$ cat src/rtl/fechadura_sequencial_if.sv
// Handshake bundle between the code-lock controller and its surroundings:
// user strobe, comparator result, expected key digit and status outputs.
interface fechadura_sequencial_if #(
  parameter int unsigned N_DIGITS  = 4,
  parameter int unsigned MAX_FAILS = 3
);
  localparam int unsigned IdxW = $clog2(N_DIGITS);
  localparam int unsigned FcW  = $clog2(MAX_FAILS + 1);

  logic            strobe;
  logic            eq;
  logic [1:0]      key_digit;
  logic [IdxW-1:0] digit_idx;
  logic            unlocked;
  logic            locked_out;
  logic            fail;
  logic [FcW-1:0]  fail_count;

  // User side: provides the strobe and the comparator result.
  modport master (
    output strobe,
    output eq,
    input  key_digit,
    input  digit_idx,
    input  unlocked,
    input  locked_out,
    input  fail,
    input  fail_count
  );

  // Lock controller side.
  modport slave (
    input  strobe,
    input  eq,
    output key_digit,
    output digit_idx,
    output unlocked,
    output locked_out,
    output fail,
    output fail_count
  );
endinterface

$ cat src/rtl/fechadura_sequencial.sv
// Sequential code-lock controller. Presents the expected key digit to an
// external equality comparator, accumulates mismatches over a full entry,
// then opens for OPEN_CYCLES or counts failures up to a lockout period.
module fechadura_sequencial #(
  parameter int unsigned           N_DIGITS       = 4,
  parameter logic [2*N_DIGITS-1:0] KEY            = 8'b00_11_01_10,
  parameter int unsigned           MAX_FAILS      = 3,
  parameter int unsigned           OPEN_CYCLES    = 500,
  parameter int unsigned           LOCKOUT_CYCLES = 1000
) (
  input logic                     clk,
  input logic                     rst,
  fechadura_sequencial_if.slave   bus
);

  localparam int unsigned IdxW   = $clog2(N_DIGITS);
  localparam int unsigned FcW    = $clog2(MAX_FAILS + 1);
  localparam int unsigned MaxCyc = (OPEN_CYCLES > LOCKOUT_CYCLES) ? OPEN_CYCLES : LOCKOUT_CYCLES;
  localparam int unsigned TimerW = (MaxCyc > 1) ? $clog2(MaxCyc) : 1;

  localparam logic [IdxW-1:0]   LastIdx     = IdxW'(N_DIGITS - 1);
  localparam logic [FcW-1:0]    FcLast      = FcW'(MAX_FAILS - 1);
  localparam logic [FcW-1:0]    FcMax       = FcW'(MAX_FAILS);
  localparam logic [TimerW-1:0] OpenLoad    = TimerW'(OPEN_CYCLES - 1);
  localparam logic [TimerW-1:0] LockoutLoad = TimerW'(LOCKOUT_CYCLES - 1);

  typedef enum logic [1:0] {StEnter, StOpen, StLockout} state_e;

  state_e            state_q;
  logic [IdxW-1:0]   digit_idx_q;
  logic              err_q;
  logic [FcW-1:0]    fail_count_q;
  logic [TimerW-1:0] timer_q;
  logic              unlocked_q;
  logic              locked_out_q;
  logic              fail_q;

  // Controller FSM with registered status outputs; timer shared by OPEN and LOCKOUT.
  always_ff @(posedge clk) begin
    if (rst) begin
      state_q      <= StEnter;
      digit_idx_q  <= '0;
      err_q        <= 1'b0;
      fail_count_q <= '0;
      timer_q      <= '0;
      unlocked_q   <= 1'b0;
      locked_out_q <= 1'b0;
      fail_q       <= 1'b0;
    end else begin
      fail_q <= 1'b0;
      unique case (state_q)
        StEnter: begin
          if (bus.strobe) begin
            if (digit_idx_q != LastIdx) begin
              // Mismatches are only remembered, never reported before the last digit.
              err_q       <= err_q | ~bus.eq;
              digit_idx_q <= digit_idx_q + 1'b1;
            end else begin
              digit_idx_q <= '0;
              err_q       <= 1'b0;
              if (!err_q && bus.eq) begin
                state_q      <= StOpen;
                timer_q      <= OpenLoad;
                fail_count_q <= '0;
                unlocked_q   <= 1'b1;
              end else begin
                fail_q <= 1'b1;
                if (fail_count_q == FcLast) begin
                  state_q      <= StLockout;
                  timer_q      <= LockoutLoad;
                  fail_count_q <= FcMax;
                  locked_out_q <= 1'b1;
                end else begin
                  fail_count_q <= fail_count_q + 1'b1;
                end
              end
            end
          end
        end
        StOpen: begin
          if (timer_q == '0) begin
            state_q    <= StEnter;
            unlocked_q <= 1'b0;
          end else begin
            timer_q <= timer_q - 1'b1;
          end
        end
        StLockout: begin
          if (timer_q == '0) begin
            state_q      <= StEnter;
            fail_count_q <= '0;
            locked_out_q <= 1'b0;
          end else begin
            timer_q <= timer_q - 1'b1;
          end
        end
        default: state_q <= StEnter;
      endcase
    end
  end

  // Expected digit follows the registered position; feeds comparator operand B.
  always_comb begin
    bus.key_digit = KEY[2*digit_idx_q +: 2];
  end

  // Status outputs straight from registers.
  always_comb begin
    bus.digit_idx  = digit_idx_q;
    bus.unlocked   = unlocked_q;
    bus.locked_out = locked_out_q;
    bus.fail       = fail_q;
    bus.fail_count = fail_count_q;
  end

endmodule
$ cat src/flat_wrapper.sv
// flat-port wrapper written by rule: the top's interface ports become plain ports
module fechadura_sequencial_flat 
#(
  parameter int unsigned           N_DIGITS       = 4,
  parameter logic [2*N_DIGITS-1:0] KEY            = 8'b00_11_01_10,
  parameter int unsigned           MAX_FAILS      = 3,
  parameter int unsigned           OPEN_CYCLES    = 500,
  parameter int unsigned           LOCKOUT_CYCLES = 1000
)
  (clk, rst, bus_strobe, bus_eq, bus_key_digit, bus_digit_idx, bus_unlocked, bus_locked_out, bus_fail, bus_fail_count);
  fechadura_sequencial_if #(.N_DIGITS(N_DIGITS), .MAX_FAILS(MAX_FAILS)) bus_i ();
  input logic clk;
  input logic rst;
  input wire logic [$bits(bus_i.strobe)-1:0] bus_strobe;
  input wire logic [$bits(bus_i.eq)-1:0] bus_eq;
  output wire logic [$bits(bus_i.key_digit)-1:0] bus_key_digit;
  output wire logic [$bits(bus_i.digit_idx)-1:0] bus_digit_idx;
  output wire logic [$bits(bus_i.unlocked)-1:0] bus_unlocked;
  output wire logic [$bits(bus_i.locked_out)-1:0] bus_locked_out;
  output wire logic [$bits(bus_i.fail)-1:0] bus_fail;
  output wire logic [$bits(bus_i.fail_count)-1:0] bus_fail_count;
  assign bus_i.strobe = bus_strobe;
  assign bus_i.eq = bus_eq;
  assign bus_key_digit = bus_i.key_digit;
  assign bus_digit_idx = bus_i.digit_idx;
  assign bus_unlocked = bus_i.unlocked;
  assign bus_locked_out = bus_i.locked_out;
  assign bus_fail = bus_i.fail;
  assign bus_fail_count = bus_i.fail_count;
  fechadura_sequencial #(.N_DIGITS(N_DIGITS), .KEY(KEY), .MAX_FAILS(MAX_FAILS), .OPEN_CYCLES(OPEN_CYCLES), .LOCKOUT_CYCLES(LOCKOUT_CYCLES)) u_core (.clk(clk), .rst(rst), .bus(bus_i));
endmodule
$ cat config.mk
export PLATFORM = sky130hd
export DESIGN_NAME = fechadura_sequencial_flat
export DESIGN_NICKNAME = d
export VERILOG_FILES = /design/src/rtl/fechadura_sequencial_if.sv /design/src/rtl/fechadura_sequencial.sv /design/src/flat_wrapper.sv
export SDC_FILE = /design/constraint.sdc
export NUM_CORES = 1
export LEC_CHECK = 0
export CORE_UTILIZATION = 45
export DETAILED_ROUTE_END_ITERATION = 12
export PLACE_DENSITY = 0.66
export SETUP_SLACK_MARGIN = 0.2
export SLEW_MARGIN = 25
export SYNTH_ARGS = -nofsm -noshare
export SYNTH_HDL_FRONTEND = slang
export SYNTH_SLANG_ARGS = --single-unit
$ cat constraint.sdc
create_clock -name clk -period 2.8 [get_ports clk]
set_clock_uncertainty 0.1 [all_clocks]
set_input_delay 0.56 -clock clk [delete_from_list [all_inputs] [get_ports clk]]
set_output_delay 0.56 -clock clk [all_outputs]
set_load 0.01 [all_outputs]
==> results of run 1 <==
[layout make-up]
| class | count | area [sq um] |
|---|---|---|
| Clock buffer | 3 | 22.52 |
| Fill cell | 229 | 1129 |
| Inverter | 11 | 41.29 |
| Multi-Input combinational cell | 108 | 772.0 |
| Sequential cell | 20 | 400.4 |
| Tap cell | 30 | 37.54 |
| Timing Repair Buffer | 15 | 142.6 |
[through the flow]
stage | util | std cells | worst slack, ns
final | 0.5565 | 187 | 0.3896
after global routing | 0.5565 | 187 | 0.2676
after CTS | 0.5565 | 187 | 0.3680
after detailed placement | 0.5477 | 184 | 0.2539
after global placement | 0.5477 | 184 | 0.2840
after floorplan | - | 145 | 0.7668
[per-layer routing]
metal / global-route usage / routed length [microns] / vias up
met1: 0.2795 / 1304 / 537
met4: 0.06410 / 36 / 0
li1: - / - / 588
met5: 0 / 0 / -
met3: 0.05278 / 182 / 4
met2: 0.3272 / 1306 / 34
[worst paths after layout]
kind	from	to	depth (start not counted)
worst max register to register	u_core.state_q[0]$_SDFFE_PP0P_	u_core.timer_q[3]$_SDFFE_PP0P_	6
worst min register to register	u_core.bus.unlocked$_SDFFE_PP0P_	u_core.bus.unlocked$_SDFFE_PP0P_	1
worst min-delay path	u_core.bus.unlocked$_SDFFE_PP0P_	u_core.bus.unlocked$_SDFFE_PP0P_	1
worst max-delay path	u_core.bus.digit_idx[0]$_SDFFE_PP0P_	bus_key_digit[1]	4
[cells in the final DEF (no fill, tap or decap), drive strengths merged, types with 3 or more instances in the layout]
cell           synthesis  final
clkbuf                 5      3
clkdlybuf4s50          0     12
or3                    4      4
nor3                   4      4
o21ai                  8      8
nand2                  8      8
inv                   11     11
dfxtp                 20     20
o31ai                  7      7
a21oi                  8      8
a31oi                  8      8
buf                    1      3
ha                     8      8
nand2b                 3      3
or4                    7      7
nand3                  5      5
nor2                   8      8
o311ai                 3      3
[kinds of logic (layout without fill, tap and decap cells)]
family | count (synthesis) | after routing | share of synthesized area
buffers and inverters | 17 | 29 | 0.05352
DFF | 20 | 20 | 0.3232
and+or+nand+nor | 48 | 48 | 0.2323
adders and majority gates | 8 | 8 | 0.08081
AOI/OAI and AO/OA | 50 | 50 | 0.2929
muxes | 2 | 2 | 0.01717
[flip-flops by register name, indices dropped and copies added, names as in the netlist]
| name | cells |
|---|---|
| u_core.err_q | 1 |
| u_core.bus.fail | 1 |
| u_core.bus.unlocked | 1 |
| u_core.bus.fail_count | 2 |
| u_core.state_q | 2 |
| u_core.timer_q | 10 |
| u_core.bus.digit_idx | 2 |
| u_core.bus.locked_out | 1 |
[report_power, final]
| part | switching, mW | internal, mW | total, mW |
|---|---|---|---|
| clock | 0.0863 | 0.0502 | 0.137 |
| sequential | 0.00756 | 0.292 | 0.299 |
| combinational | 0.0512 | 0.0445 | 0.0957 |
| total | 0.145 | 0.386 | 0.531 |
==> impl_metrics.ini, run 1 <==
[status]
status = finished clean

[global_route]
grt_pass1_wl_mm = 4.436
grt_max_degree = 13
grt-ovfl-total = 0
grt_usage = 0.2092
grt_pass1_vias = 1013
antenna_found_initial = 0

[worst_setup_path]
worst-path-buf-inv = 2
crit_slowest_cell = clkdlybuf4s50_1
critPathMaxFanout = 5
required_ns = 2.14
cpPeakStageDelay_ns = 0.47
critical_path_arrival_ns = 1.75
critPathTopFamily = buffers and inverters
start_kind = register
endpoint_kind = primary output
criticalPathCategory = register to primary output
rrSetupSlack_ns = 0.60
crit_chain = inv_1 > ha_1 > or2_2 > clkdlybuf4s50_1

[synth]
synth_common_cells = dfxtp_1, inv_1
synthDistinctLibCells = 45
synthTopCellsByArea = dfxtp_1, ha_1, a31oi_1
ys_seq_area_frac = 0.3232
synth_largest_area_cell = dfxtp_1
synth-edff-count = 0
synth-main-ff-cell = dfxtp_1
synth_area_sq_um = 1239
yosysMostFrequentCell = dfxtp_1
avgSynthCellArea_sq_um = 8.543
synthDominantCellAreaShare = 0.3232
syn_inst = 145
synth-seq-cells = 20
ys_async_sr_fraction = 0
syn_nets = 157
yosys_warnings = 0

[timing]
rsz0062_at_grt = false
fin_setup_tns_ns = 0
holdWs_ns = 0.3752
post-route-period-util = 0.8608
tightest_slew_ns = 0.6239
slew_violations = 0
relSlewSlack = 0.5802
setup_viol = 0
final_hold_viol_count = 0
layout_min_cycle_time_ns = 2.410
fmaxAchievable_mhz = 414.9

[power_and_ir_drop]
irDropWorstVdd_mv = 0.3069
leakage_nw = 0.4907
power_density_nw_per_um2 = 375.2
total_power_mw = 0.5315

[placement]
hpwl_mm = 2.102
routabilityCongestion = 0.8175
port_buffers = 12
dpl_cell_area_sq_um = 1394

[clock_tree]
h-tree-depth = 1
clock_latency_ns = 0.31
cts_resized = 0
cts_tree = done
cts_setup_buffers = 0
path_clk_slew_ns = 0.12
cts_inserted_buffers = 3
clk_path_buf_depth = 2
ctsHoldBuffers = 0
cts_sinks = 20
clock-root-buffer = clkbuf_4

[route]
viasPerCell = 6.219
drcViolationCount = 0
drtIter0Drc = 34
wirelength_mm = 2.828
num_vias = 1163
antenna_left = 0
firstDrtPassIters = 4
wl_per_cell_microns = 15.12

[die]
die_h_microns = 54.47
die-area_sq_um = 2966
io_pins = 13
placeableCoreArea_sq_um = 2545
rows = 18
start_util = 0.4867
die_w_microns = 54.47

[min_path]
holdCritPathClass = register to register

[layout]
area_delta_synth_final_pct = 14.34
finalInstanceArea_sq_um = 1416
drive_above_1_share = 0.09554
layout.nets = 171
insertedDiodeCount = 0

[job]
maxCapViolCount = 0
Power figures use the tool's default switching activity.
==> run 2, diff against run 1 <==
- ABC_AREA: unset -> 1
==> run 2 against run 1 <==
Compared with the run above:
- flip-flop and latch count stayed put
- synthesized cell count rose by 37%
- setup slack better by 0.038 ns
- first-iteration DRC count decreased by 53%
- critical path depth stayed put
- global-route usage down 0.19 points
- worst hold slack worse by 0.026 ns
- critical endpoint unchanged
==> impl_metrics.ini, run 2 <==
[synth]
avgSynthCellArea_sq_um = 6.369
yosysMostFrequentCell = nand2_1
synthTopCellsByArea = dfxtp_1, nand2_1, inv_1
synth_area_sq_um = 1267
synth-edff-count = 0
synth-main-ff-cell = dfxtp_1
syn_nets = 211
synthDistinctLibCells = 21
synth_largest_area_cell = dfxtp_1
ys_async_sr_fraction = 0
ys_seq_area_frac = 0.3159
synthDominantCellAreaShare = 0.3159
yosys_warnings = 0
syn_inst = 199
synth_common_cells = nand2_1, inv_1, nor2_1
synth-seq-cells = 20

[placement]
hpwl_mm = 2.008
dpl_cell_area_sq_um = 1403
routabilityCongestion = 0.8513
port_buffers = 12
dp.cells = 237

[clock_tree]
clk_path_buf_depth = 2
cts_tree = done
cts_inserted_buffers = 3
ctsHoldBuffers = 0
cts_sinks = 20
clock-root-buffer = clkbuf_4
cts_setup_buffers = 0
path_clk_slew_ns = 0.12
cts_resized = 0
h-tree-depth = 1
clock_latency_ns = 0.29

[timing]
relSlewSlack = 0.7440
layout_min_cycle_time_ns = 2.372
holdWs_ns = 0.3494
post-route-period-util = 0.8471
fin_setup_tns_ns = 0
setup_viol = 0
tightest_slew_ns = 0.3828
fmaxAchievable_mhz = 421.6
slew_violations = 0
final_hold_viol_count = 0
rsz0062_at_grt = false

[worst_setup_path]
endpoint_kind = primary output
rrSetupSlack_ns = 0.84
crit_chain = inv_1 > ha_1 > or2_2 > clkdlybuf4s50_1
regToRegStartpoint = u_core.state_q[0]$_SDFFE_PP0P_
critPathMaxFanout = 4
critical_path_arrival_ns = 1.71
cpPeakStageDelay_ns = 0.48
criticalPathCategory = register to primary output
r2r_end = u_core.timer_q[6]$_SDFFE_PP0P_
crit_slowest_cell = clkdlybuf4s50_1
reg2regPathDepth = 9
start_kind = register
required_ns = 2.14

[die]
rows = 18
placeableCoreArea_sq_um = 2567
die_h_microns = 55.07
io_pins = 13
die_w_microns = 55.07
start_util = 0.4937
die-area_sq_um = 3033

[global_route]
grt_pass1_wl_mm = 4.533
grt-ovfl-total = 0
grt_max_degree = 12
grt_use_met2 = 0.3655
met1_usage = 0.2583
grt_pass1_vias = 1098
use_met3 = 0.03552
grt_usage = 0.2073
antenna_found_initial = 0
grt-busiest-layer = met2

[route]
firstDrtPassIters = 4
num_vias = 1232
wl_per_cell_microns = 10.93
drcViolationCount = 0
antenna_left = 0
wirelength_mm = 2.635
drtIter0Drc = 16
viasPerCell = 5.112

[power_and_ir_drop]
power_density_nw_per_um2 = 1129
p_int_mw = 0.8441
seqPwrFrac = 0.285
pwr-share-comb = 0.612
swShare = 0.4803
irDropWorstVdd_mv = 0.6749
p_sw_mw = 0.7800
power.clock.fraction = 0.103
total_power_mw = 1.624
leakage_nw = 0.6421

[layout]
largest_reg_flops = 10
insertedDiodeCount = 0
final_cell_mix = nand2_1, inv_1, nor2_1, nand3_1, dfxtp_1
finalInstanceArea_sq_um = 1439
drive_above_1_share = 0.06635
top_register = u_core.timer_q
layout.nets = 224
area_delta_synth_final_pct = 13.52
final_common_cell = nand2_1
fin_cells = 241

[job]
maxCapViolCount = 0

[min_path]
holdCritPathClass = register to register
hold_path_depth = 2
min_to = u_core.bus.unlocked$_SDFFE_PP0P_
hp-start = u_core.bus.unlocked$_SDFFE_PP0P_

[status]
status = finished clean
## run 2: power by group through the flow
| stage | registers, mW | clock network (mW) | logic (mW) |
|---|---|---|---|
| after floorplan | 0.467 | 0 | 0.717 |
| after global placement | 0.466 | 0 | 0.975 |
| after detailed placement | 0.468 | 0 | 0.989 |
| after CTS | 0.461 | 0.179 | 0.996 |
| after global routing | 0.476 | 0.188 | 1.14 |
| final | 0.463 | 0.167 | 0.994 |
## run 2: cells by family (layout without fill, tap and decap cells)
logic type,after synthesis,count (layout),share of synthesized area
adders and majority gates,8,8,0.07898
and+or+nand+nor,108,108,0.3781
DFF,20,20,0.3159
AOI/OAI and AO/OA,28,28,0.1175
buffers and inverters,35,47,0.1096
## run 2: layout make-up
type	instances	area (sq um)
inverters	31	116.4
repair buffers	12	120.1
fillers	275	1129
flip-flops and latches	20	400.4
multi-input cells	144	728.2
clock buffers	4	36.28
well taps	30	37.54
## run 2: worst max-delay path: cells and delay by family, from the launching register on
family	cells	cell delay, ns
flops	1	0.38
fa+ha+maj	1	0.20
simple gates	1	0.28
buf+inv	2	0.57
## run 2: layer usage
layer / routed length, microns / part of all wire
met1: 1322 / 0.50
met2: 1241 / 0.47
met3: 56 / 0.021
met4: 15 / 0.0057
met5: 0 / 0
## run 2: how the worst max path moves through the flow
stage	startpoint	to	slack (ns)	depth (start not counted)
6_report	u_core.bus.digit_idx[0]$_SDFFE_PP0P_	bus_key_digit[1]	0.43	4
5_1_grt	u_core.bus.digit_idx[0]$_SDFFE_PP0P_	bus_key_digit[1]	0.33	4
4_1_cts	u_core.bus.digit_idx[0]$_SDFFE_PP0P_	bus_key_digit[1]	0.41	4
3_5_place_dp	bus_eq	u_core.timer_q[6]$_SDFFE_PP0P_	0.45	9
3_3_place_gp	bus_eq	u_core.timer_q[8]$_SDFFE_PP0P_	0.54	9
2_1_floorplan	u_core.state_q[0]$_SDFFE_PP0P_	u_core.timer_q[1]$_SDFFE_PP0P_	1.12	8
## run 2: stage by stage
step	util	worst slack [ns]
after global routing	0.5604	0.3293
after CTS	0.5604	0.4109
final	0.5604	0.4280
after floorplan	-	1.124
after detailed placement	0.5463	0.4478
after global placement	0.5463	0.5434
